--- config.mk ---
export PLATFORM = sky130hd
export DESIGN_NAME = lamp_cmd_demux16_flat
export DESIGN_NICKNAME = d
export VERILOG_FILES = /design/src/rtl/lamp_cmd_demux16_if.sv /design/src/rtl/lamp_cmd_demux16.sv /design/src/flat_wrapper.sv
export SDC_FILE = /design/constraint.sdc
export NUM_CORES = 1
export LEC_CHECK = 0
export BUFFER_PORTS_ARGS = -buffer_cell sky130_fd_sc_hd__buf_2
export CORE_MARGIN = 2
export CORE_UTILIZATION = 38
export CTS_CLUSTER_SIZE = 25
export DETAILED_ROUTE_END_ITERATION = 10
export PLACE_DENSITY_LB_ADDON = 0.25
export SYNTH_ARGS = -nofsm -noshare
export SYNTH_HDL_FRONTEND = slang
export SYNTH_SLANG_ARGS = --single-unit
--- constraint.sdc ---
create_clock -name clock -period 2.4 [get_ports clock]
set_input_delay 0.12 -clock clock [delete_from_list [all_inputs] [get_ports clock]]
set_output_delay 0.12 -clock clock [all_outputs]
set_load 0.02 [all_outputs]
--- src/rtl/lamp_cmd_demux16_if.sv ---
// Command/status bundle between the selection logic and the lamp demux.
// Handshake: valid/ready for single-lamp writes; bcast starts a sweep.
interface lamp_cmd_demux16_if #(
  parameter int N_LAMPS = 16,
  parameter int IDX_W   = 4
);
  logic               valid;
  logic               ready;
  logic [IDX_W-1:0]   idx;
  logic [1:0]         cmd;
  logic               bcast;
  logic [1:0]         bcast_cmd;
  logic [N_LAMPS-1:0] lamps;
  logic               busy;
  logic               done;

  modport master (
    output valid, idx, cmd, bcast, bcast_cmd,
    input  ready, lamps, busy, done
  );

  modport slave (
    input  valid, idx, cmd, bcast, bcast_cmd,
    output ready, lamps, busy, done
  );
endinterface

--- src/rtl/lamp_cmd_demux16.sv ---
// 16-lamp command demux: applies single-lamp commands, or sweeps a latched
// broadcast command across all lamps one per clock.
module lamp_cmd_demux16 #(
  parameter int N_LAMPS = 16,
  parameter int IDX_W   = 4
) (
  input  logic              clock,
  input  logic              reset,
  lamp_cmd_demux16_if.slave bus
);

  typedef enum logic {IDLE, SWEEP} state_t;

  localparam logic [IDX_W-1:0] LAST_IDX = IDX_W'(N_LAMPS - 1);

  state_t             state_q, state_d;
  logic [IDX_W-1:0]   cnt_q, cnt_d;
  logic [1:0]         bcmd_q, bcmd_d;
  logic [N_LAMPS-1:0] lamps_q, lamps_d;
  logic               busy_q, busy_d;
  logic               done_q, done_d;

  // 00 hold, 01 clear, 10 set, 11 invert
  function automatic logic apply_cmd(input logic cur, input logic [1:0] c);
    case (c)
      2'b01:   apply_cmd = 1'b0;
      2'b10:   apply_cmd = 1'b1;
      2'b11:   apply_cmd = ~cur;
      default: apply_cmd = cur;
    endcase
  endfunction

  assign bus.ready = (state_q == IDLE) && !bus.bcast;
  assign bus.lamps = lamps_q;
  assign bus.busy  = busy_q;
  assign bus.done  = done_q;

  always_comb begin
    state_d = state_q;
    cnt_d   = cnt_q;
    bcmd_d  = bcmd_q;
    lamps_d = lamps_q;
    busy_d  = busy_q;
    done_d  = 1'b0;
    case (state_q)
      IDLE: begin
        // A broadcast request wins over a simultaneous single write.
        if (bus.bcast) begin
          state_d = SWEEP;
          bcmd_d  = bus.bcast_cmd;
          cnt_d   = '0;
          busy_d  = 1'b1;
        end else if (bus.valid) begin
          lamps_d[bus.idx] = apply_cmd(lamps_q[bus.idx], bus.cmd);
        end
      end
      SWEEP: begin
        lamps_d[cnt_q] = apply_cmd(lamps_q[cnt_q], bcmd_q);
        cnt_d          = cnt_q + 1'b1;
        if (cnt_q == LAST_IDX) begin
          state_d = IDLE;
          busy_d  = 1'b0;
          done_d  = 1'b1;
        end
      end
      default: begin
        state_d = IDLE;
        busy_d  = 1'b0;
      end
    endcase
  end

  always_ff @(posedge clock) begin
    if (reset) begin
      state_q <= IDLE;
      cnt_q   <= '0;
      bcmd_q  <= 2'b00;
      lamps_q <= '0;
      busy_q  <= 1'b0;
      done_q  <= 1'b0;
    end else begin
      state_q <= state_d;
      cnt_q   <= cnt_d;
      bcmd_q  <= bcmd_d;
      lamps_q <= lamps_d;
      busy_q  <= busy_d;
      done_q  <= done_d;
    end
  end

endmodule

--- src/flat_wrapper.sv ---
// flat-port wrapper written by rule: the top's interface ports become plain ports
module lamp_cmd_demux16_flat 
#(
  parameter int N_LAMPS = 16,
  parameter int IDX_W   = 4
)
  (clock, reset, bus_valid, bus_idx, bus_cmd, bus_bcast, bus_bcast_cmd, bus_ready, bus_lamps, bus_busy, bus_done);
  lamp_cmd_demux16_if #(.N_LAMPS(N_LAMPS), .IDX_W(IDX_W)) bus_i ();
  input  logic clock;
  input  logic reset;
  input wire logic [$bits(bus_i.valid)-1:0] bus_valid;
  input wire logic [$bits(bus_i.idx)-1:0] bus_idx;
  input wire logic [$bits(bus_i.cmd)-1:0] bus_cmd;
  input wire logic [$bits(bus_i.bcast)-1:0] bus_bcast;
  input wire logic [$bits(bus_i.bcast_cmd)-1:0] bus_bcast_cmd;
  output wire logic [$bits(bus_i.ready)-1:0] bus_ready;
  output wire logic [$bits(bus_i.lamps)-1:0] bus_lamps;
  output wire logic [$bits(bus_i.busy)-1:0] bus_busy;
  output wire logic [$bits(bus_i.done)-1:0] bus_done;
  assign bus_i.valid = bus_valid;
  assign bus_i.idx = bus_idx;
  assign bus_i.cmd = bus_cmd;
  assign bus_i.bcast = bus_bcast;
  assign bus_i.bcast_cmd = bus_bcast_cmd;
  assign bus_ready = bus_i.ready;
  assign bus_lamps = bus_i.lamps;
  assign bus_busy = bus_i.busy;
  assign bus_done = bus_i.done;
  lamp_cmd_demux16 #(.N_LAMPS(N_LAMPS), .IDX_W(IDX_W)) u_core (.clock(clock), .reset(reset), .bus(bus_i));
endmodule
### After elaboration in Yosys (flattened, before gate mapping)

Index checks and enable logic that the tools add are counted.

* register bits after elaboration: 25
* bits of input ports: 12

* add/sub/neg operators: 1
* magnitude comparators: 4
* equal/unequal tests: 11
* mux-type cells: 28
* bitwise gates (word level): 3
* reductions and logical operators: 8

Operators with widths (count)
* $bwmux W16: 2
* $mux W16: 2
* $pmux W16 S2: 1
* $mux W1: 13
* $lt A4 B5 Y1 const B: 2
* $bmux W1 S4: 2
* $demux W1 S4: 2
* $eq A2 B2 Y1 const B: 4
* $ge A4 B1 Y1 const B: 2
* $ne A2 B2 Y1 const B: 4
* $pmux W4 S2: 1
* $pmux W1 S3: 2
* $reduce_and A2 Y1: 3
* $add A4 B1 Y4 const B: 1
* $eq A2 B1 Y1 const B: 2
* $eq A4 B4 Y1 const B: 1
* $mux W4: 1
* $pmux W1 S2: 2
* $logic_and A1 B1 Y1: 3
* $not A1 Y1: 3
* $reduce_or A2 Y1: 1
* $logic_not A1 Y1: 1

### Longest topological paths before layout

* depth after elaboration: 11
* depth in mapped cells: 9

### Least setup slack after synthesis

OpenSTA, ideal clock, no wires.

* path type: register -> register
* start point: register u_core.cnt_q[0]
* end point: register u_core.lamps_q[2], in the netlist u_core.bus.lamps[2]
* setup time: 0.091 ns
* arrival: 1.878 ns
* slack: 0.431 ns
* stages on the path, launching flop included: 7
* clock period less this slack: 1.969 ns
* path through: dfxtp_1 > clkbuf_1 > mux4_2 > buf_6 > nor4_1 > a211oi_1 > a311oi_1

* word-level cells in the longest chain between the ends: 7
* elaborated cells on any way between the ends: 12
* those cells by class: 2 x order compare; 8 x mux; 1 x bitwise; 1 x reduce/logical

RTL lines
* from (decl): RTL line lamp_cmd_demux16.sv:17 `logic [IDX_W-1:0] cnt_q, cnt_d;`
* from (signal assigned): RTL line lamp_cmd_demux16.sv:83 `cnt_q <= cnt_d;`
* $bmux W1 S4: RTL line lamp_cmd_demux16.sv:58 `lamps_d[cnt_q] = apply_cmd(lamps_q[cnt_q], bcmd_q);`
* $mux W1 (not written as such): RTL line lamp_cmd_demux16.sv:58
* $not A1 Y1: RTL line lamp_cmd_demux16.sv:28 `2'b11: apply_cmd = ~cur;`
* $pmux W1 S3: RTL line lamp_cmd_demux16.sv:25 `case (c)`
* $mux W1: RTL line lamp_cmd_demux16.sv:45 `case (state_q)`
* $bwmux W16 (*): RTL line lamp_cmd_demux16.sv:58
* $pmux W16 S2 (*): RTL line lamp_cmd_demux16.sv:45
* to (signal assigned): RTL line lamp_cmd_demux16.sv:85 `lamps_q <= lamps_d;`
* to (decl): RTL line lamp_cmd_demux16.sv:19 `logic [N_LAMPS-1:0] lamps_q, lamps_d;`

Mark *: on every way between the ends. The rest lies on a longest branch, timed or not. The select of a mux whose other input is x is not followed.
A chain may end at the register's enable or synchronous reset.

### Worst setup path after layout

* start point: register u_core.lamps_q[1], in the netlist u_core.bus.lamps[1]
* end point: register u_core.lamps_q[12], in the netlist u_core.bus.lamps[12]

* word-level cells in the longest chain between the ends: 11
* elaborated cells on any way between the ends: 17
* those cells by class: 15 x mux; 2 x bitwise

RTL lines
* $bmux W1 S4: RTL line lamp_cmd_demux16.sv:54 `lamps_d[bus.idx] = apply_cmd(lamps_q[bus.idx], bus.cmd);`
* $mux W1 (not written as such): RTL line lamp_cmd_demux16.sv:54
* $not A1 Y1: RTL line lamp_cmd_demux16.sv:28
* $pmux W1 S3: RTL line lamp_cmd_demux16.sv:25
* $mux W1: RTL line lamp_cmd_demux16.sv:53 `end else if (bus.valid) begin`
* $mux W1: RTL line lamp_cmd_demux16.sv:48 `if (bus.bcast) begin`
* $mux W1: RTL line lamp_cmd_demux16.sv:45
* $bwmux W16: RTL line lamp_cmd_demux16.sv:54
* $mux W16: RTL line lamp_cmd_demux16.sv:53
* $mux W16: RTL line lamp_cmd_demux16.sv:48
* $pmux W16 S2 (*): RTL line lamp_cmd_demux16.sv:45

Marks and branches as above.

==> reports/metrics.cfg <==
[run_status]
status=completed

[final_layout]
antenna_cells=0
fill_cells=530
multiInputGateArea_sq_mm=0.00140
area_growth_syn_to_layout_pct=14.1
nets=298
drive_gt1_share_pct=21.0
fin_area_sq_mm=0.00231
register_area_sq_um=500

[die]
start_util_pct=39.6
fp.dieH_microns=76.9
std_cell_rows=26
coreArea_sq_mm=0.00511
dieArea_sq_mm=0.00592
num_io_pins=31
die_x_microns=76.9

[critical_path]
max_stage_delay_ps=560
critPathSlowestCell=mux2i_1
end_kind=flip-flop
crit_family=multiplexers
critPathBufInv=0
crit_arrival_ps=2330
crit_top_cell=mux2i_1
cp.required_ps=2590
crit_type=reg -> reg
cp-start-kind=flip-flop
cp_cell_sequence=mux2i_1 -> mux4_2 -> mux2i_1 -> nand2_1 -> a311oi_1
path_max_fanout=4

[detailed_routing]
via_per_inst=6.21
routed_wl_microns=6480
dr.pass1.iters=5
final_antenna_net_count=0
drt_iter0_drc=327
drcViolationCount=0
routedWlPerCell_microns=18.5
via_count=2178

[sta]
fin_worst_hold_slack_ps=63.1
timing.fmax_mhz=466
grt_setup_unrepaired=false
hold_violations=0
finalSetupViolCount=0
relSlewSlack_pct=54.2
slew_violations=0
skew_ps=13.5
period_minus_slack_ps=2150
max_slew.worst_pin.slew_ps=668
fin_crit_sh_pct=89.5
setup_tns_ps=0

[job]
cap_violations=0

[grt]
grt_pass1_vias=1983
grt_antenna_before_repair=0
grt_max_degree=26
grt_first_pass_wirelength_microns=10600
overflow=0
track_usage_pct=22.4

[cts]
cts_made_buffers=3
cts-htree-levels=1
clkSinkCount=25
clk_pin_slew_ps=110
hold_buffers=0
post-cts-setup-buffers=0
cts_tree=built
cts_buffer_depth=2
clock_latency_ps=280
ctsResizeCount=0
cts_root_buf=clkbuf_8

[synth]
dominantRegCellSynth=dfxtp_1
synth_fp_nets=271
syn_avg_cell_area_sq_um=7.92
synth_area_leader_cell=dfxtp_1
async_flop_share_pct=0
yosysMostFrequentCell=nor2_1
synth-edff-count=0
synth.top_cell.area_share_pct=24.8
ys_warn_count=0
synth.top_cells.by_count=nor2_1 (33), dfxtp_1 (25), a21oi_1 (23), nand2_1 (23), mux2i_1 (18)
yosys-top-cells-area=dfxtp_1 (25%), mux2i_1 (8.9%), a311oi_1 (6.9%)
syn_inst=255
ys_ff_latch=25
ys_types=42
yosysSeqAreaShare_pct=24.8
synth_area_sq_mm=0.00202

[power_and_ir_drop]
p_leak_nw=0.778
power.density_mw_per_mm2=399
max-vdd-ir-drop_mv=0.177

[worst_hold_path]
min_path_type=in -> reg

[place]
dpl.hpwl_microns=4670
gp_congestion=0.916
io_buffers=30
dpl_cell_area_sq_mm=0.00226

==> per-stage QoR <==
step                      setup WS [ps]  power [W]  utilization [%]  cells
after floorplan                     431   0.000589                -    255
after global placement              295   0.000650             44.2    347
after detailed placement            275   0.000651             44.2    347
after CTS                           327   0.000913             45.1    351
after global routing                165   0.000962             45.1    351
final                               252   0.000920             45.1    351
==> layer usage <==
layer  track usage, %  vias up  routed length [microns]
li1                 -     1031                        -
met1             31.0      993                     2860
met2             35.5      133                     2880
met3             2.71       21                      563
met4             8.36        0                      178
met5                0        -                        0
==> final cells by class <==
cell class / instances / share of cell area [%]
flip-flops and latches: 25 / 21.7
inverters: 5 / 0.814
multi-input cells: 203 / 60.5
clock inverters: 1 / 0.326
repair buffers: 44 / 11.1
clock buffers: 3 / 1.79
well taps: 70 / 3.80
==> where the power goes <==
| part | switching, W | total [W] | internal (W) |
|---|---|---|---|
| Sequential | 0.0000227 | 0.000450 | 0.000428 |
| Clock | 0.000154 | 0.000272 | 0.000118 |
| Combinational | 0.000124 | 0.000198 | 0.0000739 |
==> registers in the layout, summed over array words and instances, names as in the netlist <==
register and count:
u_core.bcmd_q 2, u_core.bus.busy 1, u_core.bus.done 1, u_core.bus.lamps 16, u_core.cnt_q 4, u_core.state_q 1
==> logic make-up (layout without fill, tap and decap cells) <==
group	count (synthesis)	count (layout)	share of synthesized area (%)
buffers and inverters	27	53	6.19
AOI/OAI and AO/OA	64	64	22.1
DFF	25	25	24.8
muxes	28	28	17.4
and+or+nand+nor	107	107	27.1
adders and majority gates	4	4	2.48
==> worst reg2reg max path, cell delays in order, from the launching register on <==
cell      delay (ps)
dfxtp_1          470
mux2i_1          150
mux4_2           530
mux2i_1          560
nand2_1          120
a311oi_1         230
==> cells in the final DEF, fill, tap and decap left out, types with 5 or more instances in the layout <==
cell type,instances
buf_2,30
nor4b_1,5
a311oi_1,16
nor2_1,33
nor4_1,16
a21oi_1,23
buf_4,14
mux2i_1,18
o21ai_0,5
nor3_1,9
nand2_1,23
dfxtp_1,25
==> final timing paths <==
check | start | to | slack (ps) | cells after the start
worst max register to register | u_core.bus.lamps[1] | u_core.bus.lamps[12] | 250 | 5
worst max-delay path | u_core.bus.lamps[1] | u_core.bus.lamps[12] | 250 | 5
worst min register to register | u_core.bus.busy | u_core.bus.busy | 500 | 2
worst min-delay path | bus_bcast_cmd[0] | u_core.bcmd_q[0] | 60 | 3
(Power assumes the default switching activity.)
